==> src/rtl/sss_pkg.sv <==
// Shared constants and FSM state type for the SSS search controller.
// No ports; imported by sss_search_ctrl and sc_window_counter.
package sss_pkg;

   localparam int SSS_LEN    = 127;
   localparam int N_id_1_MAX = 335;
   localparam int N_id_MAX   = 1007;

   typedef enum logic [2:0] {
      IDLE,
      SKIP,
      FEED,
      WAIT_RES,
      FLUSH
   } state_t;

endpackage

==> src/rtl/sc_window_counter.sv <==
// Subcarrier beat counter for the FFT output stream.
// Ports:
//   clk_i, reset_i   clock, async active-high reset
//   clr_i            synchronous clear to subcarrier 0
//   beat_i           a valid beat is being counted this cycle
//   last_i           tlast of the beat
//   sym_end_o        this beat closes the symbol (tlast or last index)
//   in_win_o         current subcarrier lies in [WIN_START, WIN_START+WIN_LEN)
module sc_window_counter
   import sss_pkg::*;
#(
   parameter int SC_PER_SYM = 240,
   parameter int WIN_START  = 56,
   parameter int WIN_LEN    = SSS_LEN
) (
   input  logic clk_i,
   input  logic reset_i,
   input  logic clr_i,
   input  logic beat_i,
   input  logic last_i,
   output logic sym_end_o,
   output logic in_win_o
);

   localparam int CW = $clog2(SC_PER_SYM);

   logic [CW-1:0] sc_cnt;
   logic [31:0]   sc_ext;

   assign sc_ext    = 32'(sc_cnt);
   assign sym_end_o = beat_i && (last_i || (sc_cnt == CW'(SC_PER_SYM - 1)));
   assign in_win_o  = (sc_ext >= 32'(WIN_START)) && (sc_ext < 32'(WIN_START + WIN_LEN));

   always_ff @(posedge clk_i or posedge reset_i) begin
      if (reset_i) begin
         sc_cnt <= '0;
      end else if (clr_i || sym_end_o) begin
         sc_cnt <= '0;
      end else if (beat_i) begin
         sc_cnt <= sc_cnt + 1'b1;
      end
   end

endmodule

==> src/rtl/sss_search_ctrl.sv <==
// SSS search sequencer: one search per PSS hit. Latches N_id_2, skips whole
// symbols, forwards the 127 SSS subcarriers to the SSS detector, then waits
// for the detector result under a timeout and publishes the cell ID.
// Ports:
//   clk_i, reset_i                       clock, async active-high reset
//   N_id_2_i, N_id_2_valid_i             PSS detector hit
//   s_axis_in_tdata/tvalid/tlast         FFT output subcarrier stream
//   sss_tdata_o, sss_tvalid_o            subcarriers to SSS detector (1-cycle latency)
//   det_N_id_2_o, det_N_id_2_valid_o     latched N_id_2 and strobe to detector
//   det_N_id_i, det_N_id_valid_i         detector result
//   det_rst_o                            detector reset request
//   N_id_o, N_id_valid_o                 published cell ID and strobe
//   timeout_o                            search aborted strobe
//   busy_o                               search in progress
//
// state    | meaning
// IDLE     | waiting for a PSS hit
// SKIP     | discarding SYM_SKIP whole symbols
// FEED     | forwarding the SSS window of the current symbol
// WAIT_RES | waiting for the detector result, timeout running
// FLUSH    | holding detector reset for two cycles after an abort
module sss_search_ctrl
   import sss_pkg::*;
#(
   parameter int IN_DW        = 16,
   parameter int SC_PER_SYM   = 240,
   parameter int SSS_SC_START = 56,
   parameter int SYM_SKIP     = 1,
   parameter int TIMEOUT_CYC  = 65535
) (
   input  logic             clk_i,
   input  logic             reset_i,
   input  logic [1:0]       N_id_2_i,
   input  logic             N_id_2_valid_i,
   input  logic [IN_DW-1:0] s_axis_in_tdata,
   input  logic             s_axis_in_tvalid,
   input  logic             s_axis_in_tlast,
   output logic [IN_DW-1:0] sss_tdata_o,
   output logic             sss_tvalid_o,
   output logic [1:0]       det_N_id_2_o,
   output logic             det_N_id_2_valid_o,
   input  logic [9:0]       det_N_id_i,
   input  logic             det_N_id_valid_i,
   output logic             det_rst_o,
   output logic [9:0]       N_id_o,
   output logic             N_id_valid_o,
   output logic             timeout_o,
   output logic             busy_o
);

   localparam int SYW = (SYM_SKIP > 0) ? $clog2(SYM_SKIP + 1) : 1;
   localparam int TOW = $clog2(TIMEOUT_CYC + 1);

   state_t         state, state_nxt;
   logic [SYW-1:0] sym_cnt;
   logic [7:0]     feed_cnt;
   logic [TOW-1:0] to_cnt;
   logic           fl_cnt;

   logic beat, sym_end, in_win;
   logic pss_take, res_take, to_hit, sym_done, fwd, last_fwd, fault;

   sc_window_counter #(
      .SC_PER_SYM (SC_PER_SYM),
      .WIN_START  (SSS_SC_START),
      .WIN_LEN    (SSS_LEN)
   ) u_sc_cnt (
      .clk_i     (clk_i),
      .reset_i   (reset_i),
      .clr_i     (state == IDLE),
      .beat_i    (beat),
      .last_i    (s_axis_in_tlast),
      .sym_end_o (sym_end),
      .in_win_o  (in_win)
   );

   always_comb begin
      state_nxt = state;
      beat      = s_axis_in_tvalid && ((state == SKIP) || (state == FEED));
      pss_take  = (state == IDLE) && N_id_2_valid_i;
      res_take  = (state == WAIT_RES) && det_N_id_valid_i;
      // a result arriving on the last allowed cycle beats the timeout
      to_hit    = (state == WAIT_RES) && !det_N_id_valid_i &&
                  (32'(to_cnt) == 32'(TIMEOUT_CYC - 1));
      sym_done  = (state == SKIP) && sym_end && (32'(sym_cnt) == 32'(SYM_SKIP - 1));
      fwd       = (state == FEED) && s_axis_in_tvalid && in_win;
      last_fwd  = fwd && (feed_cnt == 8'(SSS_LEN - 1));
      // tlast on the final forwarded beat is a clean symbol end, not a fault
      fault     = (state == FEED) && s_axis_in_tvalid && s_axis_in_tlast && !last_fwd;

      case (state)
         IDLE:     if (pss_take) state_nxt = (SYM_SKIP == 0) ? FEED : SKIP;
         SKIP:     if (sym_done) state_nxt = FEED;
         FEED: begin
            if (last_fwd)   state_nxt = WAIT_RES;
            else if (fault) state_nxt = FLUSH;
         end
         WAIT_RES: begin
            if (res_take)    state_nxt = IDLE;
            else if (to_hit) state_nxt = FLUSH;
         end
         FLUSH:    if (fl_cnt) state_nxt = IDLE;
         default:  state_nxt = IDLE;
      endcase
   end

   always_ff @(posedge clk_i or posedge reset_i) begin
      if (reset_i) begin
         state              <= IDLE;
         sym_cnt            <= '0;
         feed_cnt           <= '0;
         to_cnt             <= '0;
         fl_cnt             <= 1'b0;
         sss_tdata_o        <= '0;
         sss_tvalid_o       <= 1'b0;
         det_N_id_2_o       <= '0;
         det_N_id_2_valid_o <= 1'b0;
         det_rst_o          <= 1'b1;
         N_id_o             <= '0;
         N_id_valid_o       <= 1'b0;
         timeout_o          <= 1'b0;
      end else begin
         state <= state_nxt;

         if (state != SKIP)  sym_cnt <= '0;
         else if (sym_end)   sym_cnt <= sym_cnt + 1'b1;

         if (state != FEED)  feed_cnt <= '0;
         else if (fwd)       feed_cnt <= feed_cnt + 1'b1;

         to_cnt <= (state == WAIT_RES) ? to_cnt + 1'b1 : '0;
         fl_cnt <= (state == FLUSH) && !fl_cnt;

         sss_tvalid_o <= fwd;
         if (fwd) sss_tdata_o <= s_axis_in_tdata;

         det_N_id_2_valid_o <= pss_take;
         if (pss_take) det_N_id_2_o <= N_id_2_i;

         N_id_valid_o <= res_take;
         if (res_take) N_id_o <= det_N_id_i;

         timeout_o <= fault || to_hit;
         det_rst_o <= (state_nxt == FLUSH);
      end
   end

   assign busy_o = (state != IDLE);

endmodule

==> config.mk <==
export PLATFORM = sky130hd
export DESIGN_NAME = sss_search_ctrl
export DESIGN_NICKNAME = d
export VERILOG_FILES = /design/src/rtl/sss_pkg.sv /design/src/rtl/sc_window_counter.sv /design/src/rtl/sss_search_ctrl.sv
export SDC_FILE = /design/constraint.sdc
export NUM_CORES = 1
export LEC_CHECK = 0
export CELL_PAD_IN_SITES_DETAIL_PLACEMENT = 0
export CELL_PAD_IN_SITES_GLOBAL_PLACEMENT = 1
export CORE_MARGIN = 1
export CORE_UTILIZATION = 30
export DETAILED_ROUTE_END_ITERATION = 6
export PLACE_DENSITY = 0.69
export SYNTH_ARGS = -nofsm -noshare
export SYNTH_HDL_FRONTEND = slang
export SYNTH_SLANG_ARGS = --single-unit
==> constraint.sdc <==
create_clock -name clk_i -period 5.9 [get_ports clk_i]
set_input_delay 1.18 -clock clk_i [delete_from_list [all_inputs] [get_ports clk_i]]
set_output_delay 1.18 -clock clk_i [all_outputs]
set_load 0.02 [all_outputs]
==> results.toml, run 1 <==
[worst_hold_path]
min_path_type = "reg2reg"

[clock_network]
cts_resized = 0
cts_tree = "done"
clk_path_buf_depth = 2
cts_buffers = 9
clkLatencyLatePin_ns = 0.35
post_cts_buffers = 0
cts.sinks = 70
cts.reportedPaths.clkPinSlew_ns = 0.08
cts-hold-fix-buffers = 0
htree_levels = 3
root_buffer = "clkbuf_8"

[setup_path]
crit_arrival_ns = 1.93
end_kind = "primary output"
slowest_stage = "clkdlybuf4s50_1"
path_class = "reg2out"
start_kind = "flip-flop"
cp.required_ns = 4.72
path_max_fanout = 13
path_cells = "nor3_1 > inv_1 > clkdlybuf4s50_1"
slowest_delay_ns = 0.56

[sta]
tightestPinTransition_ns = 0.968
slew_violations = 0
slew_headroom_pct = 35.2
finalWorstSetupSlack_ns = 2.79
max_freq_mhz = 321
final_hold_viol_count = 0
fin_skew_ns = 0.00813
rsz0062_at_grt = "no"
setup_viol = 0
period_needed_ns = 3.11
final.setup.tns_ns = 0
period_share_pct = 52.8

[global_routing]
track_usage_pct = 13.1
grt_pass1_vias = 2335
grt_pass1_wl_um = 11500
antenna_found_initial = 0
globalRouteOverflowTotal = 0
grt_max_degree = 71

[yosys]
syn_inst = 285
synth-main-ff-cell = "dfrtp_1"
synth_edf_count = 0
synth_most_common_cell = "dfrtp_1"
avgSynthCellArea_sq_um = 11.4
yosys.area.top_type_share_pct = 53.3
yosysSeqAreaShare_pct = 54.1
syn-num-nets = 325
ys.warnings.count = 0
synth-seq-cells = 70
async_flop_share_pct = 100
synth_top_area_cell = "dfrtp_1"
synth_cell_type_count = 51
synthTopCellsByCount = "dfrtp_1 (69), mux2_2 (28), nand2_1 (22)"
synthTopCellsByArea = "dfrtp_1 (53%), mux2_2 (9.7%), xor2_1 (3.0%)"
netlist_area_sq_um = 3240

[floorplanning]
die_height_um = 106
fp.dieW_um = 106
rows = 37
io_pins = 68
die_area_sq_um = 11200
coreArea_sq_um = 10400
initial_core_util_pct = 31.1

[status]
outcome = "finished, final reports clean"

[detailed_routing]
routedWlPerCell_um = 14.0
vias = 2418
dr.first_iter.drc_count = 57
drtPass1Iterations = 4
avgViaCountPerCell = 4.89
drc = 0
detail-route-antenna-nets = 0
wl_um = 6900

[layout]
fillers = 1004
drive_above_1_share_pct = 14.8
final_util_pct = 40.6
antenna_cells = 0
nNetsFinal = 393
area_growth_syn_to_layout_pct = 30.6

[power_and_ir_drop]
p_per_area_nw_per_um2 = 331
vdd_drop_max_v = 0.000131
total_power_mw = 1.40
p_leak_nw = 1.78

[job]
drv_cap = 0

[placement]
dp_hpwl_um = 4680
portBuffers = 67
gp_congestion = 0.705
pre_cts_ws_ns = 2.54
area by class of cell:
| type | count | area [sq um] | area share [%] |
|---|---|---|---|
| Clock inverter | 7 | 98.8 | 2.34 |
| Inverter | 10 | 37.5 | 0.887 |
| Sequential cell | 70 | 1750 | 41.4 |
| Tap cell | 136 | 170 | 4.02 |
| Multi-Input combinational cell | 194 | 1370 | 32.4 |
| Clock buffer | 9 | 124 | 2.93 |
| Timing Repair Buffer | 68 | 678 | 16.0 |
power breakdown:
group	total (mW)	switching, mW	leakage, nW	internal (mW)
clock network	0.433	0.194	0.109	0.239
logic	0.373	0.190	0.723	0.183
registers	0.595	0.0535	0.946	0.542
total	1.40	0.438	1.78	0.964
through the flow:
stage               instance area [sq um]  std cells  hold slack (ns)
floorplan                            3240        285            0.395
global placement                     4010        478            0.404
detailed placement                   4010        478            0.411
CTS                                  4230        494            0.422
global route                         4230        494            0.435
finish                               4230        494            0.421
routing by layer:
layer / part of all wire, % / GRT usage (%)
met1: 46 / 16.9
met4: 1.2 / 4.46
met3: 4.4 / 4.90
met2: 48 / 20.1
met5: 0 / 0
path summary, 6_finish.rpt:
check	start	to	slack [ns]	cells after the start
min in group asynchronous	reset_i	sss_tdata_o[3]	1.41	3
max in group asynchronous	reset_i	u_sc_cnt.sc_cnt[6]	3.90	3
min	fl_cnt	fl_cnt	0.42	1
max reg2reg	u_sc_cnt.sc_cnt[0]	sss_tdata_o[5]	3.14	5
min reg2reg	fl_cnt	fl_cnt	0.42	1
max	state[0]	busy_o	2.79	3
state kept, by name, summed over array words and instances, names as in the netlist:
name                count
N_id_o                 10
N_id_valid_o            1
det_N_id_2_o            2
det_N_id_2_valid_o      1
det_rst_o               1
feed_cnt                8
fl_cnt                  1
sss_tdata_o            16
sss_tvalid_o            1
state                   3
sym_cnt                 1
timeout_o               1
to_cnt                 16
u_sc_cnt.sc_cnt         8
cells in the final DEF, fill, tap and decap left out, drive strengths merged, types with 8 or more instances in the layout:
cell type	synthesis	layout
a21oi	13	13
clkbuf	5	9
clkdlybuf4s50	0	67
dfrtp	69	69
inv	10	10
mux2	28	28
nand2	22	22
nand3	12	12
nand4	12	12
nor2	19	19
o21ai	8	8
or3	8	8
xor2	11	11
cells by family after synthesis:
family,Yosys count,synth area share [%]
muxes,30,10.3
and+or+nand+nor,105,18.1
DFF,70,54.1
xor gates and xnor gates,15,4.05
buffers and inverters,21,3.63
AOI/OAI and AO/OA,38,7.49
adders and majority gates,6,2.32
worst max-delay path, delay by kind of cell, from the launching register on:
kind,cells,cell delay [ns]
buf+inv,2,0.69
simple gates,1,0.36
flops,1,0.53
No activity file was read; power rests on OpenSTA's default activity.
==> run 2, diff against run 1 <==
==> constraint.sdc (replaced) <==
create_clock -name clk_i -period 2.87 [get_ports clk_i]
set_input_delay 0.574 -clock clk_i [delete_from_list [all_inputs] [get_ports clk_i]]
set_output_delay 0.574 -clock clk_i [all_outputs]
set_load 0.02 [all_outputs]
==> run 2 against run 1 <==
Against the previous run: core utilization increased by 0.41 points; non-clock buffer count is 6 higher; total power rose by 100%; die area unchanged; clock power increased by 89%; design area up 1.0%; critical endpoint unchanged; largest cell class unchanged.
==> results.toml, run 2 (synthesis results as in run 1) <==
[detailed_routing]
drtPass1Iterations = 4
routedWlPerCell_um = 13.4
dr.first_iter.drc_count = 79
drc = 0
vias = 2429
detail-route-antenna-nets = 0
wl_um = 6690
avgViaCountPerCell = 4.87

[setup_path]
slowest_delay_ns = 0.55
cp.required_ns = 2.30
r2r_slack_ns = 0.49
path_class = "reg2out"
path_cells = "nor3_1 > inv_1 > clkdlybuf4s50_1"
start_kind = "flip-flop"
slowest_stage = "clkdlybuf4s50_1"
r2r_start = "u_sc_cnt.sc_cnt[0]"
path_max_fanout = 13
crit_path_start = "state[0]"
crit_arrival_ns = 1.93
end_kind = "primary output"

[layout]
area_growth_syn_to_layout_pct = 31.9
drive_above_1_share_pct = 16.0
final_cell_mix = "dfrtp_1 (69), clkdlybuf4s50_1 (67), mux2_2 (28)"
antenna_cells = 0
ff_latch_area_sq_um = 1750
final_common_cell = "dfrtp_1"
multiInputGateArea_sq_um = 1370
final_util_pct = 41.0
nNetsFinal = 399
top_regs = "sss_tdata_o: 16 flops, to_cnt: 16 flops, N_id_o: 10 flops"
fillers = 1020

[power_and_ir_drop]
p_per_area_nw_per_um2 = 664
p_clk_share_pct = 28.8
p_sw_share_pct = 30.2
p_leak_nw = 1.81
vdd_drop_max_v = 0.000319
power.share.combinational_pct = 28.2
seqPwrFrac_pct = 43.1
switchingPower_mw = 0.856
p_int_mw = 1.98
total_power_mw = 2.84

[sta]
final.setup.tns_ns = 0
max_freq_mhz = 399
period_share_pct = 87.4
setup_viol = 0
slew_violations = 0
fin_skew_ns = 0.0103
slew_headroom_pct = 35.5
final_hold_viol_count = 0
tightestPinTransition_ns = 0.963
period_needed_ns = 2.51
whs_ns = 0.427
rsz0062_at_grt = "no"

[clock_network]
clk_path_buf_depth = 2
cts_buffers = 9
cts.reportedPaths.clkPinSlew_ns = 0.07
cts-hold-fix-buffers = 0
htree_levels = 3
cts_tree = "done"
cts.sinks = 70
cts_resized = 0
post_cts_buffers = 0
root_buffer = "clkbuf_8"
clkLatencyLatePin_ns = 0.34

[floorplanning]
die_area_sq_um = 11200
initial_core_util_pct = 31.1
coreArea_sq_um = 10400
die_height_um = 106
rows = 37
io_pins = 68
fp.dieW_um = 106

[global_routing]
grt_max_degree = 28
globalRouteOverflowTotal = 0
grt_pass1_vias = 2391
grt_pass1_wl_um = 11100
antenna_found_initial = 0
track_usage_pct = 12.7

[worst_hold_path]
hold_start = "fl_cnt"
min_path_type = "reg2reg"

[placement]
dp_hpwl_um = 4770
portBuffers = 67
gp_congestion = 0.730

[status]
outcome = "finished, final reports clean"

[job]
drv_cap = 0
run 2: cell types whose count changed in the layout (fill, tap and decap cells not counted), sizes merged:
cell    change
clkinv      -3
buf         +6
clkbuf      +3
bufinv      -1
run 2: layer usage:
| metal | share of wire [%] | wire length, um | global-route usage, % | vias up |
|---|---|---|---|---|
| met3 | 4.6 | 311 | 5.52 | 5 |
| met4 | 1.0 | 68 | 3.77 | 0 |
| met5 | 0 | 0 | 0 | - |
| met2 | 50 | 3330 | 20.5 | 50 |
| li1 | - | - | - | 1174 |
| met1 | 45 | 2980 | 15.2 | 1200 |
run 2: power groups by stage:
| stage | clock network (mW) | registers, mW | logic [mW] |
|---|---|---|---|
| 2_1_floorplan | 0 | 1.32 | 0.396 |
| 3_3_place_gp | 0 | 1.24 | 0.803 |
| 3_5_place_dp | 0 | 1.24 | 0.806 |
| 4_1_cts | 0.848 | 1.22 | 0.809 |
| 5_1_grt | 0.891 | 1.25 | 0.865 |
| 6_report | 0.817 | 1.22 | 0.799 |
run 2: layout make-up:
cell class | instances | share of cell area, %
Multi-Input combinational cell | 194 | 32.1
Sequential cell | 70 | 41.0
Tap cell | 136 | 3.98
Inverter | 10 | 0.878
Timing Repair Buffer | 74 | 17.2
Clock buffer | 12 | 3.86
Clock inverter | 3 | 0.995
run 2: final timing paths:
path / depth (start not counted) / endpoint
max: 3 / busy_o
max reg2reg: 6 / sss_tdata_o[4]
min reg2reg: 1 / fl_cnt
min: 1 / fl_cnt
min in group asynchronous: 2 / sss_tdata_o[0]
max in group asynchronous: 3 / det_N_id_2_o[0]
run 2: stage by stage:
step	instances	cell area [sq um]	setup slack, ns
after floorplan	285	3240	0.529
after global placement	484	4070	0.483
after detailed placement	484	4070	0.472
after CTS	499	4280	0.340
after global routing	499	4280	0.232
final	499	4280	0.363
run 2: critical path, delay by kind of cell (launching register included):
kind	cells	cell delay (ns)
buffers and inverters	2	0.67
flip-flops	1	0.52
AND/OR/NAND/NOR	1	0.39
==> run 3, diff against run 2 <==
--- a/config.mk
+++ b/config.mk
@@ -9,8 +9,10 @@
 export CELL_PAD_IN_SITES_GLOBAL_PLACEMENT = 1
 export CORE_MARGIN = 1
 export CORE_UTILIZATION = 30
+export CTS_BUF_LIST = sky130_fd_sc_hd__clkbuf_8
 export DETAILED_ROUTE_END_ITERATION = 6
 export PLACE_DENSITY = 0.69
 export SYNTH_ARGS = -nofsm -noshare
 export SYNTH_HDL_FRONTEND = slang
 export SYNTH_SLANG_ARGS = --single-unit
+export TNS_END_PERCENT = 20
==> results of run 3 <==
The final DEF is identical to that of run 2; final timing and power are the same.
